[src/rtl/volume_pkg.sv]
// Shared types and helpers for the multi-channel volume ramp.
// Holds the mute status FSM encoding and a generic signed saturation function.
package volume_pkg;

  typedef enum logic [1:0] {
    ST_UNMUTED  = 2'd0,
    ST_MUTING   = 2'd1,
    ST_MUTED    = 2'd2,
    ST_UNMUTING = 2'd3
  } mute_state_e;

  // Width of the intermediate used by sat_signed; product widths must fit in it.
  localparam int SAT_W = 64;

  // Clamp a wide signed value into the range of a signed 'width'-bit word.
  function automatic logic signed [SAT_W-1:0] sat_signed(
    input logic signed [SAT_W-1:0] value,
    input int unsigned             width
  );
    logic signed [SAT_W-1:0] hi;
    logic signed [SAT_W-1:0] lo;
    hi = (64'sd1 <<< (width - 1)) - 64'sd1;
    lo = -(64'sd1 <<< (width - 1));
    if (value > hi) begin
      return hi;
    end else if (value < lo) begin
      return lo;
    end
    return value;
  endfunction

endpackage

[src/rtl/volume_ramp_if.sv]
// Frame stream between sample source, volume ramp and DAC serialiser.
// master = the side that supplies frames and controls; slave = volume_ramp.
interface volume_ramp_if #(
  parameter int NUM_CH = 2,
  parameter int DATA_W = 16,
  parameter int VOL_W  = 8
) ();

  logic                     in_valid;
  logic [NUM_CH*DATA_W-1:0] in_sample;
  logic [NUM_CH*VOL_W-1:0]  volume;
  logic                     mute;
  logic                     out_valid;
  logic [NUM_CH*DATA_W-1:0] out_sample;
  logic                     ramping;
  logic                     muted;

  modport master (
    output in_valid,
    output in_sample,
    output volume,
    output mute,
    input  out_valid,
    input  out_sample,
    input  ramping,
    input  muted
  );

  modport slave (
    input  in_valid,
    input  in_sample,
    input  volume,
    input  mute,
    output out_valid,
    output out_sample,
    output ramping,
    output muted
  );

endinterface

[src/rtl/volume_ramp_ch.sv]
// One audio channel: slewing gain register plus a two-stage multiply / shift-saturate path.
// The valid pipeline lives in the parent; this block only needs its per-stage enables.
module volume_ramp_ch
  import volume_pkg::*;
#(
  parameter int DATA_W    = 16,
  parameter int VOL_W     = 8,
  parameter int RAMP_STEP = 4
) (
  input  logic                     clk,
  input  logic                     reset,
  input  logic                     in_valid,
  input  logic                     stage1_valid,
  input  logic signed [DATA_W-1:0] sample,
  input  logic [VOL_W-1:0]         target,
  output logic                     gain_zero,
  output logic                     at_target,
  output logic signed [DATA_W-1:0] out_sample
);

  localparam int              PROD_W = DATA_W + VOL_W + 1;
  localparam logic [VOL_W-1:0] STEP  = VOL_W'(RAMP_STEP);

  logic [VOL_W-1:0]         gain_q;
  logic [VOL_W-1:0]         gain_d;
  logic signed [PROD_W-1:0] prod_q;
  logic signed [PROD_W-1:0] prod_d;
  logic signed [DATA_W-1:0] out_q;
  logic signed [DATA_W-1:0] out_d;
  logic signed [PROD_W-1:0] sample_ext;
  logic signed [PROD_W-1:0] gain_ext;
  logic signed [PROD_W-1:0] shifted;

  // Slew toward the target; the step never overshoots, so no wrap is possible.
  always_comb begin
    gain_d = gain_q;
    if (in_valid) begin
      if (target >= gain_q) begin
        gain_d = (target - gain_q <= STEP) ? target : gain_q + STEP;
      end else begin
        gain_d = (gain_q - target <= STEP) ? target : gain_q - STEP;
      end
    end
  end

  assign gain_zero = (gain_d == '0);
  assign at_target = (gain_d == target);

  // Stage 1 scales by the gain held before this frame's update.
  always_comb begin
    sample_ext = PROD_W'(sample);
    gain_ext   = $signed(PROD_W'({1'b0, gain_q}));
    prod_d     = in_valid ? (sample_ext * gain_ext) : prod_q;
  end

  // Stage 2: arithmetic shift floors toward minus infinity, then clamp.
  always_comb begin
    shifted = prod_q >>> (VOL_W - 1);
    out_d   = out_q;
    if (stage1_valid) begin
      out_d = DATA_W'(sat_signed(SAT_W'(shifted), DATA_W));
    end
  end

  always_ff @(posedge clk) begin
    if (reset) begin
      gain_q <= '0;
      prod_q <= '0;
      out_q  <= '0;
    end else begin
      gain_q <= gain_d;
      prod_q <= prod_d;
      out_q  <= out_d;
    end
  end

  assign out_sample = out_q;

endmodule

[src/rtl/volume_ramp.sv]
// Multi-channel click-free volume stage: per-channel slewing gains, saturated output,
// a global mute status FSM and the frame valid pipeline.
module volume_ramp
  import volume_pkg::*;
#(
  parameter int NUM_CH    = 2,
  parameter int DATA_W    = 16,
  parameter int VOL_W     = 8,
  parameter int RAMP_STEP = 4
) (
  input  logic          clk,
  input  logic          reset,
  volume_ramp_if.slave  bus
);

  logic [NUM_CH-1:0]        gain_zero;
  logic [NUM_CH-1:0]        at_target;
  logic [NUM_CH*DATA_W-1:0] out_sample_w;
  logic                     all_zero;
  logic                     all_at_target;

  logic        stage1_valid_q;
  logic        stage1_valid_d;
  logic        out_valid_q;
  logic        out_valid_d;
  logic        ramping_q;
  logic        ramping_d;
  mute_state_e state_q;
  mute_state_e state_d;

  genvar gi;
  generate
    for (gi = 0; gi < NUM_CH; gi++) begin : g_ch
      logic [VOL_W-1:0] target;
      assign target = bus.mute ? '0 : bus.volume[gi*VOL_W +: VOL_W];

      volume_ramp_ch #(
        .DATA_W    (DATA_W),
        .VOL_W     (VOL_W),
        .RAMP_STEP (RAMP_STEP)
      ) u_ch (
        .clk          (clk),
        .reset        (reset),
        .in_valid     (bus.in_valid),
        .stage1_valid (stage1_valid_q),
        .sample       (bus.in_sample[gi*DATA_W +: DATA_W]),
        .target       (target),
        .gain_zero    (gain_zero[gi]),
        .at_target    (at_target[gi]),
        .out_sample   (out_sample_w[gi*DATA_W +: DATA_W])
      );
    end
  endgenerate

  // Both reductions look at the gains as they will be after this edge.
  assign all_zero      = &gain_zero;
  assign all_at_target = &at_target;

  // Status FSM only; the gains themselves carry out the ramps.
  always_comb begin
    state_d = state_q;
    if (bus.in_valid) begin
      case (state_q)
        ST_UNMUTED: begin
          if (bus.mute) state_d = ST_MUTING;
        end
        ST_MUTING: begin
          if (!bus.mute)    state_d = ST_UNMUTING;
          else if (all_zero) state_d = ST_MUTED;
        end
        ST_MUTED: begin
          if (!bus.mute) state_d = ST_UNMUTING;
        end
        ST_UNMUTING: begin
          if (bus.mute)           state_d = ST_MUTING;
          else if (all_at_target) state_d = ST_UNMUTED;
        end
        default: state_d = ST_UNMUTED;
      endcase
    end
  end

  always_comb begin
    stage1_valid_d = bus.in_valid;
    out_valid_d    = stage1_valid_q;
    ramping_d      = bus.in_valid ? ~all_at_target : ramping_q;
  end

  always_ff @(posedge clk) begin
    if (reset) begin
      stage1_valid_q <= 1'b0;
      out_valid_q    <= 1'b0;
      ramping_q      <= 1'b0;
      state_q        <= ST_UNMUTED;
    end else begin
      stage1_valid_q <= stage1_valid_d;
      out_valid_q    <= out_valid_d;
      ramping_q      <= ramping_d;
      state_q        <= state_d;
    end
  end

  assign bus.out_valid  = out_valid_q;
  assign bus.out_sample = out_sample_w;
  assign bus.ramping    = ramping_q;
  assign bus.muted      = (state_q == ST_MUTED);

endmodule

[src/flat_wrapper.sv]
// flat-port wrapper written by rule: the top's interface ports become plain ports
module volume_ramp_flat import volume_pkg::*;
#(
  parameter int NUM_CH    = 2,
  parameter int DATA_W    = 16,
  parameter int VOL_W     = 8,
  parameter int RAMP_STEP = 4
)
  (clk, reset, bus_in_valid, bus_in_sample, bus_volume, bus_mute, bus_out_valid, bus_out_sample, bus_ramping, bus_muted);
  volume_ramp_if #(.NUM_CH(NUM_CH), .DATA_W(DATA_W), .VOL_W(VOL_W)) bus_i ();
  input  logic clk;
  input  logic reset;
  input wire logic [$bits(bus_i.in_valid)-1:0] bus_in_valid;
  input wire logic [$bits(bus_i.in_sample)-1:0] bus_in_sample;
  input wire logic [$bits(bus_i.volume)-1:0] bus_volume;
  input wire logic [$bits(bus_i.mute)-1:0] bus_mute;
  output wire logic [$bits(bus_i.out_valid)-1:0] bus_out_valid;
  output wire logic [$bits(bus_i.out_sample)-1:0] bus_out_sample;
  output wire logic [$bits(bus_i.ramping)-1:0] bus_ramping;
  output wire logic [$bits(bus_i.muted)-1:0] bus_muted;
  assign bus_i.in_valid = bus_in_valid;
  assign bus_i.in_sample = bus_in_sample;
  assign bus_i.volume = bus_volume;
  assign bus_i.mute = bus_mute;
  assign bus_out_valid = bus_i.out_valid;
  assign bus_out_sample = bus_i.out_sample;
  assign bus_ramping = bus_i.ramping;
  assign bus_muted = bus_i.muted;
  volume_ramp #(.NUM_CH(NUM_CH), .DATA_W(DATA_W), .VOL_W(VOL_W), .RAMP_STEP(RAMP_STEP)) u_core (.clk(clk), .reset(reset), .bus(bus_i));
endmodule
[config.mk]
export PLATFORM = sky130hd
export DESIGN_NAME = volume_ramp_flat
export DESIGN_NICKNAME = d
export VERILOG_FILES = /design/src/rtl/volume_pkg.sv /design/src/rtl/volume_ramp_if.sv /design/src/rtl/volume_ramp_ch.sv /design/src/rtl/volume_ramp.sv /design/src/flat_wrapper.sv
export SDC_FILE = /design/constraint.sdc
export NUM_CORES = 1
export LEC_CHECK = 0
export CAP_MARGIN = 20
export CORE_ASPECT_RATIO = 1.75
export CORE_UTILIZATION = 25
export DETAILED_ROUTE_END_ITERATION = 6
export PLACE_DENSITY = 0.49
export SETUP_SLACK_MARGIN = 0.05
export SYNTH_ARGS = -nofsm -noshare
export SYNTH_HDL_FRONTEND = slang
export SYNTH_HIERARCHICAL = 1
export SYNTH_SLANG_ARGS = --single-unit
[constraint.sdc]
create_clock -name clk -period 9.1 [get_ports clk]
set_input_delay 1.82 -clock clk [delete_from_list [all_inputs] [get_ports clk]]
set_output_delay 1.82 -clock clk [all_outputs]
set_load 0.05 [all_outputs]
==> out/summary.txt, run 1 <==
status = complete, no violations
Die W = 187 um
Critical Path RT = 9.34 ns
H-Tree Level Count = 3
Critical Path Fanout Max = 19
Rows = 118
final net count = 2226
reg-to-reg startpoint = u_core/g_ch[0].u_ch/gain_q[0]
CP most frequent cell = a2111oi_4
Worst Max-Slew Pin Slew = 1.05 ns
Worst Hold End = u_core/g_ch[0].u_ch/prod_q[19]
Most used DFF post-synth = dfxtp_1
Mapped Cells = 1800
multi-input logic area = 11600 um^2
CTS Buffer Depth = 2
die height = 326 um
PostCTS Resize Cnt = 0
final hold violation count = 0
yosys synthesis warning count = 6
share of the synthesized area in the top cell type = 27.0%
cells along the critical path = clkdlybuf4s50_1 -> nor2b_1 -> inv_1 -> ha_1 -> or3_1 -> o32a_1 -> a2111oi_4 -> o21ai_1 -> o22ai_2 -> a31oi_1 -> or4_4 -> a2111oi_4 -> a21boi_0 -> o32a_2 -> mux2_4
initial antenna violation count = 1
period utilization = 79.7%
post-DP HPWL = 35.5 mm
Congestion Overflow GR = 0
Max VDD drop = 0.0761 mV
Setup Skew = 0.0108 ns
initial core utilization = 25.3%
Hold Crit Class = reg2reg
syn avg cell area = 8.32 um^2
commonest cells in the netlist = inv_1 (334), fa_1 (202), nand2_1 (174)
Hold Crit Start = u_core/g_ch[0].u_ch/prod_q[19]
Core Region = 59200 um^2
vias per std cell = 4.68
IO buf count = 86
Clock Tree Root = clkbuf_16
CP Class = in2reg
slew margin rel. = 29.2%
final wirelength = 43.6 mm
register area share after synthesis = 11.9%
CP max-delay cell = clkdlybuf4s50_1
R2R depth = 18
post-synthesis cell area = 15000 um^2
drt wl/cell = 16.6 um
setup slack, reg-to-reg = 3.15 ns
Storage cell area = 1780 um^2
gpl congestion = 0.888
Worst-Skew Late Latency = 0.35 ns
CTS tree = done
clock-pin slew on the worst setup and hold paths = 0.07 ns
RSZ-0062 raised after global routing = no
Vias = 12300
synth top area cells = fa_1 (27%), dfxtp_1 (12%), ha_1 (11%)
number of placed I/O pins = 87
remaining antenna violation count after routing = 0
final design utilization = 28.6%
pwr dens = 183 nW/um^2
r2r endpoint = u_core/g_ch[0].u_ch/prod_q[23]
asr flop ratio synth = 0%
Worst Hold Path Cells = 2
most frequent cell after synthesis = inv_1
Die Area = 60900 um^2
First DRT Iteration DRCs = 504
FF+latch count, synth = 89
Fill cells = 6357
vias in the first global route = 13100
first-pass GRT wire length = 70.2 mm
startpoint types = input port
First-pass DRT Iterations = 4
Final Slew Violations = 0
DRC = 0
setup violators final = 0
final total negative setup slack = 0 ns
Num CTS Buffers = 9
post-CTS setup buffers = 0
min cycle time layout = 7.25 ns
max_cap viols = 0
cts hold-fix bufs = 0
GRT Overall Usage = 14.6%
cell leakage power = 7.99 nW
Worst path max stage delay = 0.86 ns
f_max = 138 MHz
largest net degree at the start of global routing = 80
crit path capture type = flip-flop
Post-synth EDFFs = 0
layout cell share with drive strength beyond 1 = 4.28%
post-synth cell types = 92
Syn Nets = 2185
clock sinks = 89
post-synth top area cell = fa_1
Syn-to-layout area delta = 13.0%
Worst EP arrival = 7.50 ns
-- registers in the layout, indices dropped and copies added (netlist names) --
signal,cells
u_core/g_ch.u_ch/prod_q,36
u_core/g_ch.u_ch/out_sample,32
u_core/g_ch.u_ch/gain_q,16
u_core/state_q,2
u_core/bus.out_valid,1
u_core/bus.ramping,1
u_core/out_valid_d,1
-- final cells by class --
type / count / share of cell area, %
sequential: 89 / 10.5
tap: 780 / 5.76
clock inverter: 7 / 0.355
timing repair buffer: 103 / 5.81
inverter: 336 / 7.45
clock buffer: 9 / 1.33
multi-input combinational: 1302 / 68.8
antenna: 1 / 0.0148
-- kinds of logic after synthesis --
kind of cell | count (synthesis) | share of synthesized area, %
multiplexers | 45 | 3.07
buffers and inverters | 409 | 10.4
adder cells (fa/ha/maj) | 333 | 37.9
flip-flops | 89 | 11.9
AO/OA/AOI/OAI | 248 | 12.1
XOR/XNOR | 71 | 4.15
AND/OR/NAND/NOR | 605 | 20.4
-- worst max path at each step --
stage                 startpoint                             end  slack, ns  depth (start not counted)
2_1_floorplan  bus_in_sample[23]  u_core/g_ch[1].u_ch/prod_q[24]       2.71                         17
3_3_place_gp            bus_mute               u_core/state_q[0]       1.44                         15
3_5_place_dp            bus_mute               u_core/state_q[0]       1.39                         15
4_1_cts                 bus_mute               u_core/state_q[0]       1.75                         15
5_1_grt                 bus_mute               u_core/state_q[0]       1.44                         15
6_report                bus_mute               u_core/state_q[0]       1.85                         15
-- critical path: cells and delay by family --
kind                     cells  cell delay [ns]
AO/OA/AOI/OAI                8             2.14
AND/OR/NAND/NOR              3             1.58
buffers and inverters        2             1.16
adder cells (fa/ha/maj)      1             0.48
multiplexers                 1             0.30
-- placed cells by master, fill, tap and decap left out, types with 14 or more instances in the layout --
cell,Yosys,routed
a21oi_1,66,66
a31oi_1,14,14
and2_1,136,136
buf_4,0,19
clkdlybuf4s50_1,0,84
dfxtp_1,89,89
fa_1,202,202
ha_1,131,131
inv_1,334,334
mux2i_1,40,40
nand2_1,174,174
nand3_1,26,26
nor2_1,112,112
nor2b_1,20,20
nor3_1,60,60
o21ai_0,28,28
xnor2_1,47,47
xor2_1,24,24
-- layer usage --
metal	vias to the layer above	track usage, %	routed length [um]
li1	5850	-	-
met1	6122	15.7	17100
met2	247	28.9	24100
met3	66	1.39	1060
met4	0	5.52	1400
met5	-	0	0
-- report_power, final --
| group | total [mW] | switching [mW] | internal, mW | leakage [nW] |
|---|---|---|---|---|
| combinational | 2.16 | 1.28 | 0.878 | 7.12 |
| sequential | 0.576 | 0.0917 | 0.484 | 0.732 |
| clock | 0.364 | 0.173 | 0.191 | 0.143 |
-- per-stage QoR --
step	cells	total power [mW]	setup slack, ns	hold WS (ns)	instance area (um^2)
6_report	2627	3.10	1.85	0.466	16900
5_1_grt	2626	3.43	1.44	0.489	16900
4_1_cts	2624	3.15	1.75	0.467	16900
3_5_place_dp	2608	2.75	1.39	0.457	16600
3_3_place_gp	2608	2.75	1.44	0.454	16600
2_1_floorplan	1800	2.17	2.71	0.441	15000
Note: power is estimated with default switching activity, not from simulation.
==> run 2, diff against run 1 <==
Clock period 9.1 ns to 7.45 ns, I/O delays scaled along.
==> out/summary.txt, run 2 (synthesis results as in run 1) <==
First DRT Iteration DRCs = 476
Core Region = 59200 um^2
clock sinks = 89
Final Slew Violations = 0
placed cell count = 2630
Worst EP arrival = 6.90 ns
DRC = 0
largest net degree at the start of global routing = 93
H-Tree Level Count = 3
min cycle time layout = 6.66 ns
Num CTS Buffers = 9
first-pass GRT wire length = 71.0 mm
Clock Tree Root = clkbuf_16
status = complete, no violations
CTS tree = done
f_max = 150 MHz
Non-Filler Instances = 2647
CP Class = in2reg
cts hold-fix bufs = 0
Vias = 12300
Largest Register = u_core/g_ch.u_ch/prod_q
vias in the first global route = 13600
Worst Max-Slew Pin Slew = 1.01 ns
most common cell after layout, fill and taps aside = inv_1
Rows = 118
startpoint types = input port
max_cap viols = 0
First-pass DRT Iterations = 6
pwr dens = 222 nW/um^2
number of placed I/O pins = 87
layout cell share with drive strength beyond 1 = 5.36%
post-DP HPWL = 35.7 mm
remaining antenna violation count after routing = 0
Worst-Skew Late Latency = 0.36 ns
final wirelength = 43.2 mm
Critical Path RT = 7.69 ns
post-CTS setup buffers = 0
GRT Overall Usage = 14.6%
Congestion Overflow GR = 0
gpl congestion = 0.868
n_diodes = 0
vias per std cell = 4.66
PostCTS Resize Cnt = 0
worst setup margin = 0.794 ns
IO buf count = 86
most frequent cells in the layout = inv_1 (334), fa_1 (202), nand2_1 (174)
cell leakage power = 8.10 nW
CTS Buffer Depth = 2
initial antenna violation count = 0
drt wl/cell = 16.3 um
Die Area = 60900 um^2
initial core utilization = 25.3%
final net count = 2247
period utilization = 89.3%
Setup Skew = 0.00965 ns
Die W = 187 um
Syn-to-layout area delta = 14.1%
die height = 326 um
RSZ-0062 raised after global routing = no
Hold Crit Class = reg2reg
setup violators final = 0
final total negative setup slack = 0 ns
crit path capture type = flip-flop
clock-pin slew on the worst setup and hold paths = 0.07 ns
Critical Path Fanout Max = 4
max reg flops = 36
final hold violation count = 0
Max VDD drop = 0.0990 mV
slew margin rel. = 32.5%
worst slack, placed = 0.405 ns
Fill cells = 6338
-- run 2: cell types whose count changed in the layout (fill, tap and decap cells not counted) --
cell / delta
buf_4: +21
clkinv_2: -1
clkinv_4: +1
clkinv_8: +1
diode_2: -1
inv_6: -2
inv_8: +1
-- run 2: path summary, 6_finish.rpt --
check	from	slack, ns	end	depth (start not counted)
worst max-delay path	bus_in_sample[23]	0.79	u_core/g_ch[1].u_ch/prod_q[24]	18
worst min-delay path	u_core/g_ch[0].u_ch/prod_q[19]	0.47	u_core/g_ch[0].u_ch/prod_q[19]	2
worst max register to register	u_core/g_ch[1].u_ch/gain_q[1]	1.64	u_core/g_ch[1].u_ch/prod_q[24]	18
worst min register to register	u_core/g_ch[0].u_ch/prod_q[19]	0.47	u_core/g_ch[0].u_ch/prod_q[19]	2
-- run 2: final cells by class --
type | count | area [um^2] | share of cell area, %
clock buffers | 9 | 225 | 1.32
clock inverters | 7 | 73.8 | 0.432
inverters | 336 | 1260 | 7.38
multi-input cells | 1302 | 11600 | 68.1
flip-flops and latches | 89 | 1780 | 10.4
well taps | 780 | 976 | 5.71
repair buffers | 124 | 1140 | 6.67
-- run 2: worst max-delay path, cell delays in order --
cell,delay [ns]
clkdlybuf4s50_1,0.55
nand2_1,0.11
fa_1,0.56
inv_1,0.05
fa_1,0.51
inv_1,0.06
fa_1,0.48
fa_1,0.51
inv_1,0.05
ha_1,0.31
a21o_1,0.19
a31o_2,0.23
a31o_2,0.30
a2111oi_4,0.48
o21ai_1,0.21
a311oi_2,0.35
nor4b_1,0.09
or3b_1,0.36
-- run 2: metal layers --
layer / vias up / part of all wire (%) / track usage [%]
met3: 74 / 2.6 / 1.28
met5: - / 0 / 0
li1: 5890 / - / -
met2: 265 / 55 / 28.5
met4: 0 / 3.2 / 5.93
met1: 6103 / 40 / 16.0
-- run 2: metrics by stage --
step | power (mW) | cell area (um^2) | util [%] | hold slack, ns
2_1_floorplan | 2.65 | 15000 | - | 0.441
3_3_place_gp | 3.34 | 16800 | 28.4 | 0.450
3_5_place_dp | 3.36 | 16800 | 28.4 | 0.458
4_1_cts | 3.86 | 17100 | 28.9 | 0.467
5_1_grt | 4.20 | 17100 | 28.9 | 0.492
6_report | 3.80 | 17100 | 28.9 | 0.466
-- run 2: power by group --
| group | internal, mW | total [mW] | switching, mW | leakage, nW |
|---|---|---|---|---|
| registers | 0.592 | 0.700 | 0.108 | 0.732 |
| clock network | 0.237 | 0.461 | 0.224 | 0.147 |
| logic | 1.08 | 2.64 | 1.56 | 7.22 |
